File: config.mk
export PLATFORM = sky130hd
export DESIGN_NAME = health_tracker
export DESIGN_NICKNAME = d
export VERILOG_FILES = /design/src/rtl/health_tracker_pkg.sv /design/src/rtl/health_tracker_invuln_timer.sv /design/src/rtl/health_tracker.sv
export SDC_FILE = /design/constraint.sdc
export NUM_CORES = 1
export LEC_CHECK = 0
export CORE_MARGIN = 4
export CORE_UTILIZATION = 58
export CTS_CLUSTER_DIAMETER = 150
export DETAILED_ROUTE_END_ITERATION = 6
export GPL_TIMING_DRIVEN = 1
export PLACE_DENSITY = 0.91
export SLEW_MARGIN = 20
export SYNTH_ARGS = -nofsm -noshare
export SYNTH_HDL_FRONTEND = slang
export SYNTH_SLANG_ARGS = --single-unit
File: constraint.sdc
create_clock -name clk -period 5.9 [get_ports clk]
set_input_delay 1.18 -clock clk [delete_from_list [all_inputs] [get_ports clk]]
set_output_delay 1.18 -clock clk [all_outputs]
set_load 0.005 [all_outputs]
File: src/rtl/health_tracker_pkg.sv
// Shared definitions for the health tracker and the LED display path:
// game-outcome state encodings and the default health limits.
package health_tracker_pkg;

   localparam int PLAYER_MAX_DEF = 3;
   localparam int BOSS_MAX_DEF   = 6;
   localparam int INV_TICKS_DEF  = 8;

   typedef enum logic [2:0] {
      ST_IDLE = 3'd0,
      ST_PLAY = 3'd1,
      ST_BOSS = 3'd2,
      ST_LOSE = 3'd3,
      ST_WIN  = 3'd4
   } state_e;

endpackage

File: src/rtl/health_tracker_invuln_timer.sv
// Post-hit invulnerability window: an 8-bit down-counter paced by frame ticks.
module invuln_timer
   import health_tracker_pkg::*;
#(
   parameter int INV_TICKS = INV_TICKS_DEF
) (
   input  logic clk,
   input  logic rst,
   input  logic load,
   input  logic clear,
   input  logic tick,
   output logic active
);

   logic [7:0] cnt_q;

   // A load in the same cycle as a tick must win, so it is tested first.
   always_ff @(posedge clk or posedge rst) begin
      if (rst) begin
         cnt_q <= '0;
      end else if (clear) begin
         cnt_q <= '0;
      end else if (load) begin
         cnt_q <= 8'(INV_TICKS);
      end else if (tick && cnt_q != 8'd0) begin
         cnt_q <= cnt_q - 8'd1;
      end
   end

   assign active = (cnt_q != 8'd0);

endmodule

File: src/rtl/health_tracker.sv
// Owns player/boss health for the LED display and runs the game-outcome FSM.
module health_tracker
   import health_tracker_pkg::*;
#(
   parameter int PLAYER_MAX = PLAYER_MAX_DEF,
   parameter int BOSS_MAX   = BOSS_MAX_DEF,
   parameter int INV_TICKS  = INV_TICKS_DEF
) (
   input  logic       clk,
   input  logic       rst,
   input  logic       tick,
   input  logic       start,
   input  logic       player_hit,
   input  logic       heal,
   input  logic       boss_spawn,
   input  logic       boss_hit,
   output logic [1:0] health,
   output logic [2:0] boss_health,
   output logic       boss,
   output logic       invuln,
   output logic       game_over,
   output logic       victory
);

   localparam logic [1:0] P_MAX = 2'(PLAYER_MAX);
   localparam logic [2:0] B_MAX = 3'(BOSS_MAX);

   state_e     state_q, state_d;
   logic [1:0] health_q, health_d;
   logic [2:0] boss_health_q, boss_health_d;
   logic       boss_q, boss_d;
   logic       game_over_q, victory_q;
   logic       hit_ok, inv_load, inv_clear;

   invuln_timer #(.INV_TICKS(INV_TICKS)) u_timer (
      .clk    (clk),
      .rst    (rst),
      .load   (inv_load),
      .clear  (inv_clear),
      .tick   (tick),
      .active (invuln)
   );

   assign hit_ok = player_hit & ~invuln;

   always_comb begin
      // NOTE: every comb output gets a default first so no path infers a latch.
      state_d       = state_q;
      health_d      = health_q;
      boss_health_d = boss_health_q;
      boss_d        = boss_q;
      inv_load      = 1'b0;
      inv_clear     = 1'b0;
      case (state_q)
         ST_IDLE, ST_LOSE, ST_WIN: begin
            if (start) begin
               state_d       = ST_PLAY;
               health_d      = P_MAX;
               boss_d        = 1'b0;
               boss_health_d = '0;
               inv_clear     = 1'b1;
            end
         end
         ST_PLAY, ST_BOSS: begin
            inv_load = hit_ok;
            // A hit and a heal together cancel out.
            if (hit_ok && !heal) begin
               health_d = health_q - 2'd1;
            end else if (heal && !hit_ok && health_q < P_MAX) begin
               health_d = health_q + 2'd1;
            end
            if (state_q == ST_PLAY && boss_spawn) begin
               state_d       = ST_BOSS;
               boss_d        = 1'b1;
               boss_health_d = B_MAX;
            end
            if (state_q == ST_BOSS && boss_hit && boss_health_q != 3'd0) begin
               boss_health_d = boss_health_q - 3'd1;
            end
            // Player death takes priority over a same-cycle boss defeat.
            if (health_d == 2'd0) begin
               state_d       = ST_LOSE;
               boss_d        = 1'b0;
               boss_health_d = '0;
            end else if (state_q == ST_BOSS && boss_health_d == 3'd0) begin
               state_d = ST_WIN;
               boss_d  = 1'b0;
            end
         end
         default: state_d = ST_IDLE;
      endcase
   end

   // NOTE: sequential state uses non-blocking assignments so all registers
   // update together from pre-edge values.
   always_ff @(posedge clk or posedge rst) begin
      if (rst) begin
         state_q       <= ST_IDLE;
         health_q      <= '0;
         boss_health_q <= '0;
         boss_q        <= 1'b0;
         game_over_q   <= 1'b0;
         victory_q     <= 1'b0;
      end else begin
         state_q       <= state_d;
         health_q      <= health_d;
         boss_health_q <= boss_health_d;
         boss_q        <= boss_d;
         game_over_q   <= (state_d == ST_LOSE);
         victory_q     <= (state_d == ST_WIN);
      end
   end

   assign health      = health_q;
   assign boss_health = boss_health_q;
   assign boss        = boss_q;
   assign game_over   = game_over_q;
   assign victory     = victory_q;

endmodule
Word-level counts from Yosys, hierarchy flattened
Index checks and enable logic that the tools add are counted.
{"block": "classes", "addsub": 4, "n_lt_le_gt_ge": 1, "n_eq_ne": 8, "mux": 27, "bitwise": 2, "n_reduce_logical": 21}
{"cell": "3-bit 2-to-1 mux", "n": 9}
{"cell": "8-bit 2-to-1 mux", "n": 3}
{"cell": "3-bit case mux with 2 select lines", "n": 2}
{"cell": "3-bit by 2-bit equality test with 1-bit output (second input constant)", "n": 3}
{"cell": "1-bit logical AND", "n": 8}
{"cell": "2-bit 2-to-1 mux", "n": 4}
{"cell": "8-bit nonzero test", "n": 1}
{"cell": "8-bit by 1-bit subtractor with 8-bit output (second input constant)", "n": 1}
{"cell": "1-bit 2-to-1 mux", "n": 7}
{"cell": "3-bit equality test (second input constant)", "n": 2}
{"cell": "3-bit zero test", "n": 2}
{"cell": "3-bit nonzero test", "n": 2}
{"cell": "4-bit != test (second input constant)", "n": 1}
{"cell": "2-bit case mux with 2 select lines", "n": 1}
{"cell": "3-bit by 1-bit equality test with 1-bit output (second input constant)", "n": 1}
{"cell": "3-bit AND reduction", "n": 1}
{"cell": "3-bit OR reduction", "n": 1}
{"cell": "3-bit by 1-bit subtractor with 3-bit output (second input constant)", "n": 1}
{"cell": "2-bit by 1-bit adder with 2-bit output (second input constant)", "n": 1}
{"cell": "1-bit zero test", "n": 2}
{"cell": "2-bit zero test", "n": 1}
{"cell": "2-bit less-than comparator (second input constant)", "n": 1}
{"cell": "2-bit != test (second input constant)", "n": 1}
{"cell": "1-bit case mux with 2 select lines", "n": 1}
{"cell": "6 further kinds", "n": 6}
{"block": "word_totals", "ff_bits": 19, "in_bits": 8, "wordCells": 70}

Depth between registers and ports, before layout
Gate-level depths: netlist of the first run.
{"block": "logic_depth", "word_depth": 13, "depth_mapped": 8}

Cells and area by module
A second synthesis of the first run with hierarchy kept.
{"block": "hier_totals", "cells_unflattened": 132, "area_unflattened_um2": 1229.9}
{"module": "health_tracker", "instances": 1, "cells_each": 81, "area_per_inst_um2": 759.5, "seq_area_each_um2": 275.3}
{"module": "invuln_timer", "instances": 1, "cells_each": 51, "area_per_inst_um2": 470.5, "seq_area_each_um2": 200.2}

Worst setup path after synthesis of the first run
No wires, ideal clock.
{"block": "synth_timing", "kind": "input to register", "startpoint": "in heal", "endpoint": "reg game_over_q, in the netlist game_over", "setup_time_ns": 0.066, "arrival_ns": 2.196, "t_required_ns": 5.834, "slack_ns": 3.639, "cell_stages": 5, "path_buffers": 0, "cell_sequence": "nand2b_1 -> nor3b_1 -> mux2i_4 -> a2111oi_4 -> a31o_1"}
{"block": "synth_via", "elab_chain_len": 9}
{"item": "from (decl)", "line": "health_tracker.sv:14", "rtl": "input logic heal,"}
{"item": "1-bit logical AND (2 in series)", "line": "health_tracker.sv:69", "rtl": "end else if (heal && !hit_ok && health_q < P_MAX) begin"}
{"item": "2-bit 2-to-1 mux", "line": "health_tracker.sv:69"}
{"item": "2-bit 2-to-1 mux (*)", "line": "health_tracker.sv:67", "rtl": "if (hit_ok && !heal) begin"}
{"item": "2-bit 2-to-1 mux (*)", "line": "health_tracker.sv:54", "rtl": "case (state_q)"}
{"item": "2-bit zero test (*)", "line": "health_tracker.sv:81", "rtl": "if (health_d == 2'd0) begin"}
{"item": "3-bit 2-to-1 mux (*)", "line": "health_tracker.sv:81"}
{"item": "3-bit case mux with 2 select lines (*)", "line": "health_tracker.sv:54"}
{"item": "3-bit by 2-bit equality test with 1-bit output (*)", "line": "health_tracker.sv:109", "rtl": "game_over_q <= (state_d == ST_LOSE);"}
{"item": "to (signal assigned)", "line": "health_tracker.sv:109"}
{"item": "to (decl)", "line": "health_tracker.sv:32", "rtl": "logic game_over_q, victory_q;"}
Every way passes the cells marked *; elsewhere a longest branch is shown, timed or not. The select of a mux whose other input is x is not followed.
A chain may end at the register's enable or synchronous reset.

Final worst setup path of the first run
{"block": "layout_timing", "startpoint": "reg u_timer.cnt_q[0]", "endpoint": "out invuln"}
{"block": "layout_via", "elab_chain_len": 1}
{"item": "from (decl)", "line": "health_tracker_invuln_timer.sv:15", "rtl": "logic [7:0] cnt_q;"}
{"item": "from (signal assigned)", "line": "health_tracker_invuln_timer.sv:24", "rtl": "cnt_q <= 8'(INV_TICKS);"}
{"item": "from (signal assigned)", "line": "health_tracker_invuln_timer.sv:26", "rtl": "cnt_q <= cnt_q - 8'd1;"}
{"item": "8-bit nonzero test", "line": "health_tracker_invuln_timer.sv:30", "rtl": "assign active = (cnt_q != 8'd0);"}
{"item": "to (decl)", "line": "health_tracker.sv:20", "rtl": "output logic invuln,"}
No other way between the ends.

==> results of run 1 <==
## Yosys cell counts, types with 2 or more instances
cell type | count | area share (%)
a211oi_1 | 2 | 1.2
a21oi_1 | 2 | 0.78
and3_1 | 2 | 0.97
clkbuf_1 | 3 | 0.87
dfrtp_1 | 19 | 37
ha_1 | 5 | 4.8
inv_1 | 9 | 2.6
nand2_1 | 14 | 4.1
nand2b_1 | 3 | 1.5
nand3_1 | 10 | 3.9
nand4_1 | 5 | 2.4
nor2_1 | 20 | 5.8
nor2b_1 | 4 | 1.9
nor3_1 | 3 | 1.2
nor3b_1 | 3 | 1.7
o21ai_0 | 3 | 1.2
o221ai_1 | 2 | 1.4
o41ai_1 | 2 | 1.4
xnor2_1 | 3 | 2.0
xor2_1 | 6 | 4.1
## layout by cell type (no fill, tap or decap), types with 4 or more instances in the layout
| cell type | n |
|---|---|
| ha_1 | 5 |
| nor2b_1 | 4 |
| dfrtp_1 | 19 |
| inv_1 | 9 |
| nor2_1 | 20 |
| nand2_1 | 14 |
| clkdlybuf4s50_1 | 16 |
| xor2_1 | 6 |
| nand3_1 | 10 |
| nand4_1 | 5 |
## stage by stage
step / cell area (um^2) / hold WS (ns)
6_report: 1500 / 0.545
2_1_floorplan: 1290 / 0.526
4_1_cts: 1500 / 0.552
5_1_grt: 1500 / 0.594
3_3_place_gp: 1470 / 0.529
3_5_place_dp: 1470 / 0.538
## kinds of logic (layout without fill, tap and decap cells)
group	Yosys count	after routing
buffers and inverters	12	29
xor gates and xnor gates	9	9
and+or+nand+nor	70	70
AOI/OAI and AO/OA	23	23
muxes	4	4
DFF	19	19
adders and majority gates	5	5
## area by class of cell
cell class                 count  area, um^2  area share [%]
timing repair buffer          16         160            10.7
tap                           27        33.8            2.25
inverter                       9        33.8            2.25
sequential                    19         475            31.7
multi-input combinational    111         771            51.4
clock buffer                   4        26.3            1.75
## state kept, by name, summed over array words and instances, names as in the netlist
name	count
u_timer.cnt_q	8
game_over	1
boss_health	3
victory	1
health	2
state_q	3
boss	1
## worst max path at each step
stage / startpoint / to / cells after the start
3_5_place_dp: heal / game_over / 6
3_3_place_gp: heal / game_over / 6
6_report: u_timer.cnt_q[0] / invuln / 5
4_1_cts: u_timer.cnt_q[0] / invuln / 5
2_1_floorplan: heal / game_over / 5
5_1_grt: u_timer.cnt_q[0] / invuln / 5
## worst max-delay path: stages, from the launching register on
cell and delay, ns:
dfrtp_1 0.42, inv_1 0.10, ha_1 0.24, nor3b_1 0.35
nand2_1 0.09, clkdlybuf4s50_1 0.46
## power groups by stage
stage / clock network [mW] / registers, mW / logic, mW
final: 0.0679 / 0.267 / 0.500
after global routing: 0.0763 / 0.280 / 0.557
after CTS: 0.0697 / 0.265 / 0.502
after detailed placement: 0 / 0.268 / 0.499
after global placement: 0 / 0.264 / 0.469
after floorplan: 0 / 0.235 / 0.382
## metal layers
metal	vias up	track usage [%]	wire length [um]
met1	537	29.3	1250
met2	37	33.7	1360
li1	547	-	-
met4	0	16.2	96
met5	-	0	0
met3	9	4.02	148
==> metrics.md, run 1 <==
| Metric | Value |
|---|---|
| Clk pin slew, worst setup/hold paths | `roughly 0.1 ns` |
| Combinational family with the most area after synthesis | `simple AND/OR/NAND/NOR gates` |
| Fill cell count | `around 160` |
| Arr. time, crit path | `1.96 ns` |
| Mux cell area share after synthesis | `4.55%` |
| Antenna violations before repair | `0` |
| Die ar. | `3050 um^2` |
| Worst R2R Start | `state_q[1]` |
| Synthesized area | `1290 um^2` |
| Worst Setup End Kind | `primary output` |
| Vias in the first global route | `1,106` |
| Num ports | `17` |
| Worst min path class | `flop to flop` |
| Post-synth EDFFs | `0` |
| Post-place setup slack | `2.88 ns` |
| Fin. Hold Viols | `0` |
| Worst setup SP type | `flop` |
| Compound-gate portion of the synthesized area | `15.2%` |
| Synth Area per Inst | `9.09 um^2` |
| Total track usage | `roughly 23%` |
| R2R depth | `5` |
| Adder-cell share of the synthesized area | `under 10%` |
| Layout cells sized above 1 | `6.29%` |
| Post-synthesis simple-gate area fraction | `between 20 and 30%` |
| Switching pwr | `394 uW` |
| Clk pwr share | `~8%` |
| Total Power | `around 840 uW` |
| Routed via count | `between 1,000 and 1,500` |
| Part of the power in combinational logic | `59.9%` |
| Initial Util | `63.2%` |
| Cells after synthesis | `142` |
| Cell-internal power | `441 uW` |
| Max Buffers Root-to-Sink | `2` |
| Post-synthesis sequential area ratio | `36.8%` |
| Critical Path Fanout Max | `3` |
| Core Util, Final | `73.5%` |
| Largest net degree at the start of global routing | `20` |
| Async SR Flop Fraction | `100%` |
| WL per Instance | `around 15 um` |
| Slew headroom | `52.4%` |
| Drc violations | `0` |
| Post-CTS Hold Fix Bufs | `0` |
| Gpl congestion | `between 0.9 and 1` |
| Max H-tree Level | `1` |
| Leakage power figure | `0.639 nW` |
| Clk Tree Root Cell | `clkbuf_4` |
| Max-cap violations | `0` |
| TritonCTS Buffers | `3` |
| Port buffer count | `16` |
| Synth cell types | `42` |
| Status | `finished, final reports clean` |
| Power density cells | `approximately 560 nW/um^2` |
| Chip Height | `55.2 um` |
| Post-CTS Setup Inserts | `0` |
| Clk Latency, worst-skew pair | `0.31 ns` |
| Placed cells | `182` |
| Setup TNS | `0 ns` |
| WP data required | `4.72 ns` |
| Synth Area in XOR/XNOR | `6.10%` |
| Main synth FF type | `dfrtp_1` |
| Worst clock skew | `0.00148 ns` |
| R2R setup slack | `~3.7 ns` |
| Least-Margin Pin Slew | `0.714 ns` |
| Unrepaired setup endpoints after global routing | `no` |
| WHS Path Cells | `2` |
| Post-synth net total | `155` |
| Worst Hold Launch | `boss` |
| Fmax | `318 MHz` |
| Routed Antenna Nets | `0` |
| R2r endpoint | `u_timer.cnt_q[1]` |
| TritonCTS clock tree | `built` |
| First-pass GRT wire length | `4.84 mm` |
| # rows | `16` |
| Hold EP | `boss` |
| DP HPWL | `around 2.1 mm` |
| PnR worst setup slack | `roughly 2.8 ns` |
| 1st-iter DRT viols | `31` |
| YS warnings | `0` |
| Max IR drop VDD | `0.000323 V` |
| Yosys reg bits | `19` |
| Slew Limit Fails | `0` |
| WS Path Type | `flop to primary output` |
| Layout area overhead | `16.2%` |
| Remaining Overflow, GRT | `0` |
| Post-Layout Cell Count | `186` |
| Switching part of the total | `47.2%` |
| Final worst path period share | `53.3%` |
| Post-cts resize count | `0` |
| Antenna fix cells | `0` |
| Setup Viol. Count Final | `0` |
| Die X | `55.2 um` |
| Drt pass-1 iters | `5` |
| Final nets | `173` |
| Core Region | `2040 um^2` |
| Routed WL | `2.85 mm` |
| Sequential Power Share | `around a third` |
| Drt via density | `6.08` |
| Clock sink total | `19` |
| Final worst path period need | `3.14 ns` |
Note: power is estimated with default switching activity, not from simulation.
==> run 2, diff against run 1 <==
--- a/config.mk
+++ b/config.mk
@@ -6,11 +6,11 @@
 export NUM_CORES = 1
 export LEC_CHECK = 0
 export CORE_MARGIN = 4
-export CORE_UTILIZATION = 58
+export CORE_UTILIZATION = 49
 export CTS_CLUSTER_DIAMETER = 150
 export DETAILED_ROUTE_END_ITERATION = 6
 export GPL_TIMING_DRIVEN = 1
-export PLACE_DENSITY = 0.91
+export PLACE_DENSITY = 0.83
 export SLEW_MARGIN = 20
 export SYNTH_ARGS = -nofsm -noshare
 export SYNTH_HDL_FRONTEND = slang
==> constraint.sdc (replaced) <==
create_clock -name clk -period 2.7 [get_ports clk]
set_input_delay 0.54 -clock clk [delete_from_list [all_inputs] [get_ports clk]]
set_output_delay 0.54 -clock clk [all_outputs]
set_load 0.005 [all_outputs]
==> run 2 against run 1 <==
Against the previous run: cell area rose by 1.0%; register-to-register slack worse by 3.2 ns; via count fell by 0.53%; highest routed layer unchanged.
==> metrics.md, run 2 (synthesized netlist as in run 1, its figures left out) <==
| Metric | Value |
|---|---|
| Layout area overhead | `17.3%` |
| Core Region | `2500 um^2 (+22%)` |
| Leakage power figure | `0.643 nW (+0.60%)` |
| Fill cell count | `217 (+38%)` |
| Switching pwr | `836 uW (+110%)` |
| Slowest stage cell, crit path | `clkdlybuf4s50_1` |
| DP HPWL | `2.11 mm (+0.66%)` |
| Status | `finished, final reports clean` |
| Worst R2R Start | `u_timer.cnt_q[3]` |
| Remaining Overflow, GRT | `0 (unchanged)` |
| Setup Viol. Count Final | `0 (unchanged)` |
| Worst min path class | `flop to flop` |
| Max-cap violations | `0 (unchanged)` |
| Arr. time, crit path | `1.95 ns (about the same)` |
| WL per Instance | `14.2 um (-7.5%)` |
| Antenna fix cells | `0 (unchanged)` |
| Final worst path period share | `92.3%` |
| Max incr delay on CP | `0.46 ns (about the same)` |
| Post-Layout Cell Count | `190 (+2.2%)` |
| Highest routing layer actually used | `met4` |
| Crit path launch | `u_timer.cnt_q[0]` |
| Fmax | `approximately 400 MHz` |
| Setup TNS | `0 ns (unchanged)` |
| Power density cells | `1190 nW/um^2 (+110%)` |
| Post-cts resize count | `0 (unchanged)` |
| Met2 WL | `1.43 mm (+4.9%)` |
| Die ar. | `3520 um^2 (+16%)` |
| # rows | `18 (+2)` |
| Post-CTS Hold Fix Bufs | `0 (unchanged)` |
| Largest Register | `u_timer.cnt_q` |
| Worst setup SP type | `flop` |
| Switching part of the total | `46.4% (-0.80 points)` |
| Drc violations | `0 (unchanged)` |
| Commonest cells after routing, fill and taps aside | `nor2_1, dfrtp_1, clkdlybuf4s50_1` |
| Die X | `59.3 um (+7.5%)` |
| Layout cells sized above 1 | `7.50% (+1.2 points)` |
| Routed WL | `2.70 mm (-5.5%)` |
| Initial Util | `51.7% (-12 points)` |
| Clock sink total | `19 (unchanged)` |
| Chip Height | `59.3 um (+7.5%)` |
| WS Path Type | `flop to primary output` |
| Clk pwr share | `8.3% (+0.2 points)` |
| Slew headroom | `50.2% (-2.1 points)` |
| Routed Antenna Nets | `0 (unchanged)` |
| Fin. Hold Viols | `0 (unchanged)` |
| Final nets | `174 (+0.58%)` |
| Port buffer count | `16 (unchanged)` |
| Antenna violations before repair | `0 (unchanged)` |
| Worst Hold Launch | `boss` |
| Worst Setup End Kind | `primary output` |
| Hold EP | `boss` |
| TritonCTS Buffers | `3 (unchanged)` |
| 1st-iter DRT viols | `37 (+19%)` |
| TritonCTS clock tree | `built` |
| Max IR drop VDD | `0.000853 V (+160%)` |
| R2R depth | `5 (unchanged)` |
| Max FFs per register | `8 (unchanged)` |
| R2R setup slack | `0.58 ns (-3.15 ns)` |
| Final worst path period need | `2.49 ns` |
| Vias in the first global route | `1,051 (-5.0%)` |
| Least-Margin Pin Slew | `0.746 ns (+0.0321 ns)` |
| Routed via count | `1,124 (-0.53%)` |
| Post-CTS Setup Inserts | `0 (unchanged)` |
| Sequential Power Share | `32.5% (+0.5 points)` |
| Unrepaired setup endpoints after global routing | `no` |
| First-pass GRT wire length | `4.57 mm (-5.4%)` |
| Gpl congestion | `0.812 (-10%)` |
| Worst-path cell chain | `inv_1, ha_1, nor3b_1, nand2_1, clkdlybuf4s50_1` |
| Drt via density | `5.92 (-2.6%)` |
| Clk Latency, worst-skew pair | `0.30 ns (about the same)` |
| Largest net degree at the start of global routing | `20 (unchanged)` |
| Part of the power in combinational logic | `59.2% (-0.7 points)` |
| Drt pass-1 iters | `4 (-1)` |
| Max Buffers Root-to-Sink | `2 (unchanged)` |
| Wire length on met3 | `118 um (-20%)` |
| Most common cell after layout, fill and taps aside | `nor2_1` |
| Num ports | `17 (unchanged)` |
| Total track usage | `16.9% (-5.7 points)` |
| Critical Path Fanout Max | `3 (unchanged)` |
| M1 WL | `1.13 mm (-9.5%)` |
| Cell-internal power | `966 uW (+120%)` |
| WP data required | `2.16 ns (-2.56 ns)` |
| Max H-tree Level | `1 (unchanged)` |
| R2r endpoint | `boss` |
| Clk Tree Root Cell | `clkbuf_4` |
| Slew Limit Fails | `0 (unchanged)` |
| Worst clock skew | `0.00728 ns (+0.00580 ns)` |
| WHS Path Cells | `2 (unchanged)` |
| Placed cells | `186 (+2.2%)` |
| Clk pin slew, worst setup/hold paths | `0.12 ns (+0.02 ns)` |
run 2: cell types whose count changed in the layout (fill, tap and decap cells not counted), sizes merged:
cell and change:
clkinvlp +1, clkbuf -1, buf +1
run 2: power by group through the flow:
stage               Sequential [mW]  Combinational, mW  Clock [mW]
floorplan                     0.514              0.836           0
global placement              0.580               1.03           0
detailed placement            0.591               1.08           0
CTS                           0.585               1.08       0.151
global route                  0.611               1.20       0.165
finish                        0.586               1.07       0.150
run 2: per-stage QoR:
step / instance area (um^2) / utilization [%] / setup WS, ns / hold slack, ns / total power, mW
floorplan: 1290 / - / 0.777 / 0.491 / 1.35
global placement: 1490 / 59.4 / 0.449 / 0.535 / 1.61
detailed placement: 1490 / 59.4 / 0.299 / 0.544 / 1.67
CTS: 1520 / 60.6 / 0.193 / 0.561 / 1.82
global route: 1520 / 60.6 / 0.0731 / 0.598 / 1.98
finish: 1520 / 60.6 / 0.209 / 0.562 / 1.80
run 2: worst max-delay path, delay by kind of cell, from the launching register on:
kind	cells	cell delay, ns
adder cells (fa/ha/maj)	1	0.23
buffers and inverters	2	0.55
flip-flops	1	0.43
AND/OR/NAND/NOR	2	0.44
run 2: how the worst max path moves through the flow:
stage,cells after the start,to
2_1_floorplan,5,game_over
3_3_place_gp,6,game_over
3_5_place_dp,6,game_over
4_1_cts,5,invuln
5_1_grt,5,invuln
6_report,5,invuln
run 2: routing by layer:
layer / vias up / global-route usage (%)
met1: 549 / 19.9
met2: 24 / 31.7
met4: 0 / 3.88
li1: 547 / -
met5: - / 0
met3: 4 / 2.61
run 2: area by class of cell:
class | instances | area (um^2) | share of cell area (%)
Timing Repair Buffer | 17 | 168 | 11.1
Clock buffer | 3 | 22.5 | 1.49
Clock inverter | 1 | 7.51 | 0.495
Inverter | 9 | 33.8 | 2.23
Multi-Input combinational cell | 111 | 771 | 50.9
Tap cell | 30 | 37.5 | 2.48
Sequential cell | 19 | 475 | 31.4
==> run 3, diff against run 2 <==
--- a/config.mk
+++ b/config.mk
@@ -11,6 +11,7 @@
 export DETAILED_ROUTE_END_ITERATION = 6
 export GPL_TIMING_DRIVEN = 1
 export PLACE_DENSITY = 0.83
+export SETUP_SLACK_MARGIN = 0.5
 export SLEW_MARGIN = 20
 export SYNTH_ARGS = -nofsm -noshare
 export SYNTH_HDL_FRONTEND = slang
==> constraint.sdc (replaced) <==
create_clock -name clk -period 2.7 [get_ports clk]
set_input_delay 0.27 -clock clk [delete_from_list [all_inputs] [get_ports clk]]
set_output_delay 0.27 -clock clk [all_outputs]
set_load 0.005 [all_outputs]
==> run 3 against run 2 <==
Against the previous run: non-clock buffer count grew 4; clock skew is 0.0046 ns higher; cell area up 3.2%; clock power fell by 6%; via count rose by 1.8%; critical endpoint unchanged; utilization is 2.0 points higher; sequential power grew 0.9%; clock-buffer cell count unchanged; critical path type unchanged; critical path depth stayed put.
==> metrics.md, run 3 (synthesized netlist as in run 1, its figures left out) <==
| Metric | Value |
|---|---|
| Max FFs per register | `8 (unchanged)` |
| # rows | `18 (unchanged)` |
| Commonest cells after routing, fill and taps aside | `nor2_1, dfrtp_1, clkdlybuf4s50_1` |
| Drt via density | `5.90 (-0.32%)` |
| Leakage power figure | `0.668 nW (+3.9%)` |
| Routed via count | `1,144 (+1.8%)` |
| Placed cells | `185 (-0.54%)` |
| Post-CTS Hold Fix Bufs | `0 (unchanged)` |
| Antenna violations before repair | `0 (unchanged)` |
| Clk pin slew, worst setup/hold paths | `0.11 ns (about the same)` |
| Max IR drop VDD | `0.000819 V (-3.9%)` |
| Clock sink total | `19 (unchanged)` |
| Drc violations | `0 (unchanged)` |
| Post-place setup slack | `0.590 ns (+0.291 ns)` |
| PnR worst setup slack | `0.605 ns (+0.396 ns)` |
| Port buffer count | `16 (unchanged)` |
| Clk Tree Root Cell | `clkbuf_4` |
| Worst setup SP type | `flop` |
| Chip Height | `59.3 um (unchanged)` |
| Slew Limit Fails | `0 (unchanged)` |
| Worst min path class | `input pin to async pin` |
| Drt pass-1 iters | `4 (unchanged)` |
| Clk Latency, worst-skew pair | `0.30 ns (about the same)` |
| Worst Setup End Kind | `primary output` |
| Final nets | `178 (+2.3%)` |
| Slew headroom | `52.6% (+2.4 points)` |
| Die X | `59.3 um (unchanged)` |
| 1st-iter DRT viols | `46 (+24%)` |
| R2R setup slack | `0.64 ns (+0.06 ns)` |
| Setup Viol. Count Final | `0 (unchanged)` |
| Core Region | `2500 um^2 (unchanged)` |
| Fin. Hold Viols | `0 (unchanged)` |
| Setup TNS | `0 ns (unchanged)` |
| Vias in the first global route | `1,097 (+4.4%)` |
| Total track usage | `17.0% (+0.068 points)` |
| Remaining Overflow, GRT | `0 (unchanged)` |
| Largest Register | `u_timer.cnt_q` |
| R2r endpoint | `game_over` |
| TritonCTS Buffers | `3 (unchanged)` |
| WP data required | `2.43 ns (+0.27 ns)` |
| Critical Path Fanout Max | `3 (unchanged)` |
| WL per Instance | `14.3 um (+0.55%)` |
| Worst R2R Start | `u_timer.cnt_q[2]` |
| R2R depth | `5 (unchanged)` |
| Final worst path period share | `77.6% (-15 points)` |
| WS Path Type | `flop to primary output` |
| TritonCTS clock tree | `built` |
| DP HPWL | `2.02 mm (-4.5%)` |
| Dpl cell area | `1480 um^2 (-0.50%)` |
| Final worst path period need | `2.10 ns (-0.396 ns)` |
| Die ar. | `3520 um^2 (unchanged)` |
| Max-cap violations | `0 (unchanged)` |
| Max Buffers Root-to-Sink | `2 (unchanged)` |
| Largest net degree at the start of global routing | `20 (unchanged)` |
| Status | `finished, final reports clean` |
| Core Util, Final | `62.6% (+2.0 points)` |
| Unrepaired setup endpoints after global routing | `no` |
| Gpl congestion | `0.817 (+0.64%)` |
| Worst clock skew | `0.0119 ns (+0.00464 ns)` |
| Layout cells sized above 1 | `12.2% (+4.7 points)` |
| Final instance area | `1560 um^2 (+3.2%)` |
| Arr. time, crit path | `1.83 ns (-0.12 ns)` |
| First-pass GRT wire length | `4.68 mm (+2.3%)` |
| Num ports | `17 (unchanged)` |
| Layout area overhead | `21.1%` |
| Least-Margin Pin Slew | `0.710 ns (-0.0362 ns)` |
| Routed Antenna Nets | `0 (unchanged)` |
| Initial Util | `51.7% (unchanged)` |
| Fmax | `477 MHz (+19%)` |
| Power density cells | `1200 nW/um^2 (+0.87%)` |
| Routed WL | `2.77 mm (+2.7%)` |
| Post-Layout Cell Count | `194 (+2.1%)` |
| Antenna fix cells | `0 (unchanged)` |
| Max H-tree Level | `1 (unchanged)` |
-- run 3: area by class of cell --
class,count,area (um^2)
Clock buffer,3,22.5
Sequential cell,19,475
Inverter,9,33.8
Tap cell,30,37.5
Multi-Input combinational cell,111,792
Fill cell,205,936
Timing Repair Buffer,21,198
Clock inverter,1,5.00
-- run 3: what timing repair did --
item | 4_1_cts | 5_1_grt
pin swaps | 0 | 1
endpoints found under the setup margin | 1 | 11
buffers inserted | 0 | 5
resized for setup | 1 | 4
-- run 3: layer usage --
| layer | part of all wire [%] | track usage (%) | wire, um |
|---|---|---|---|
| met5 | 0 | 0 | 0 |
| met4 | 1.1 | 5.18 | 31 |
| met3 | 4.7 | 5.01 | 131 |
| met2 | 51 | 29.0 | 1420 |
| met1 | 43 | 20.4 | 1180 |
-- run 3: through the flow --
stage,total power [mW],hold slack (ns)
after floorplan,1.35,0.221
after global routing,2.05,0.417
after global placement,1.61,0.538
after CTS,1.81,0.400
final,1.88,0.367
after detailed placement,1.65,0.547
-- run 3: worst max path at each step --
stage                                 from        end  slack [ns]  depth (start not counted)
after floorplan           u_timer.cnt_q[3]  game_over        0.78                          5
final                     u_timer.cnt_q[0]     invuln        0.60                          5
after global placement                heal  game_over        0.65                          6
after detailed placement              heal  game_over        0.59                          6
after CTS                 u_timer.cnt_q[0]     invuln        0.58                          5
after global routing      u_timer.cnt_q[0]     invuln        0.51                          5
-- run 3: critical path, cell delays in order, from the launching register on --
cell             delay (ns)
dfrtp_1                0.43
inv_1                  0.10
ha_2                   0.22
nor3b_4                0.24
nand2_1                0.09
clkdlybuf4s50_1        0.46
-- run 3: where the power goes --
part	total [mW]	internal, mW	switching, mW
Sequential	0.591	0.404	0.187
Clock	0.141	0.0551	0.0861
Combinational	1.14	0.559	0.585
Total	1.88	1.02	0.858
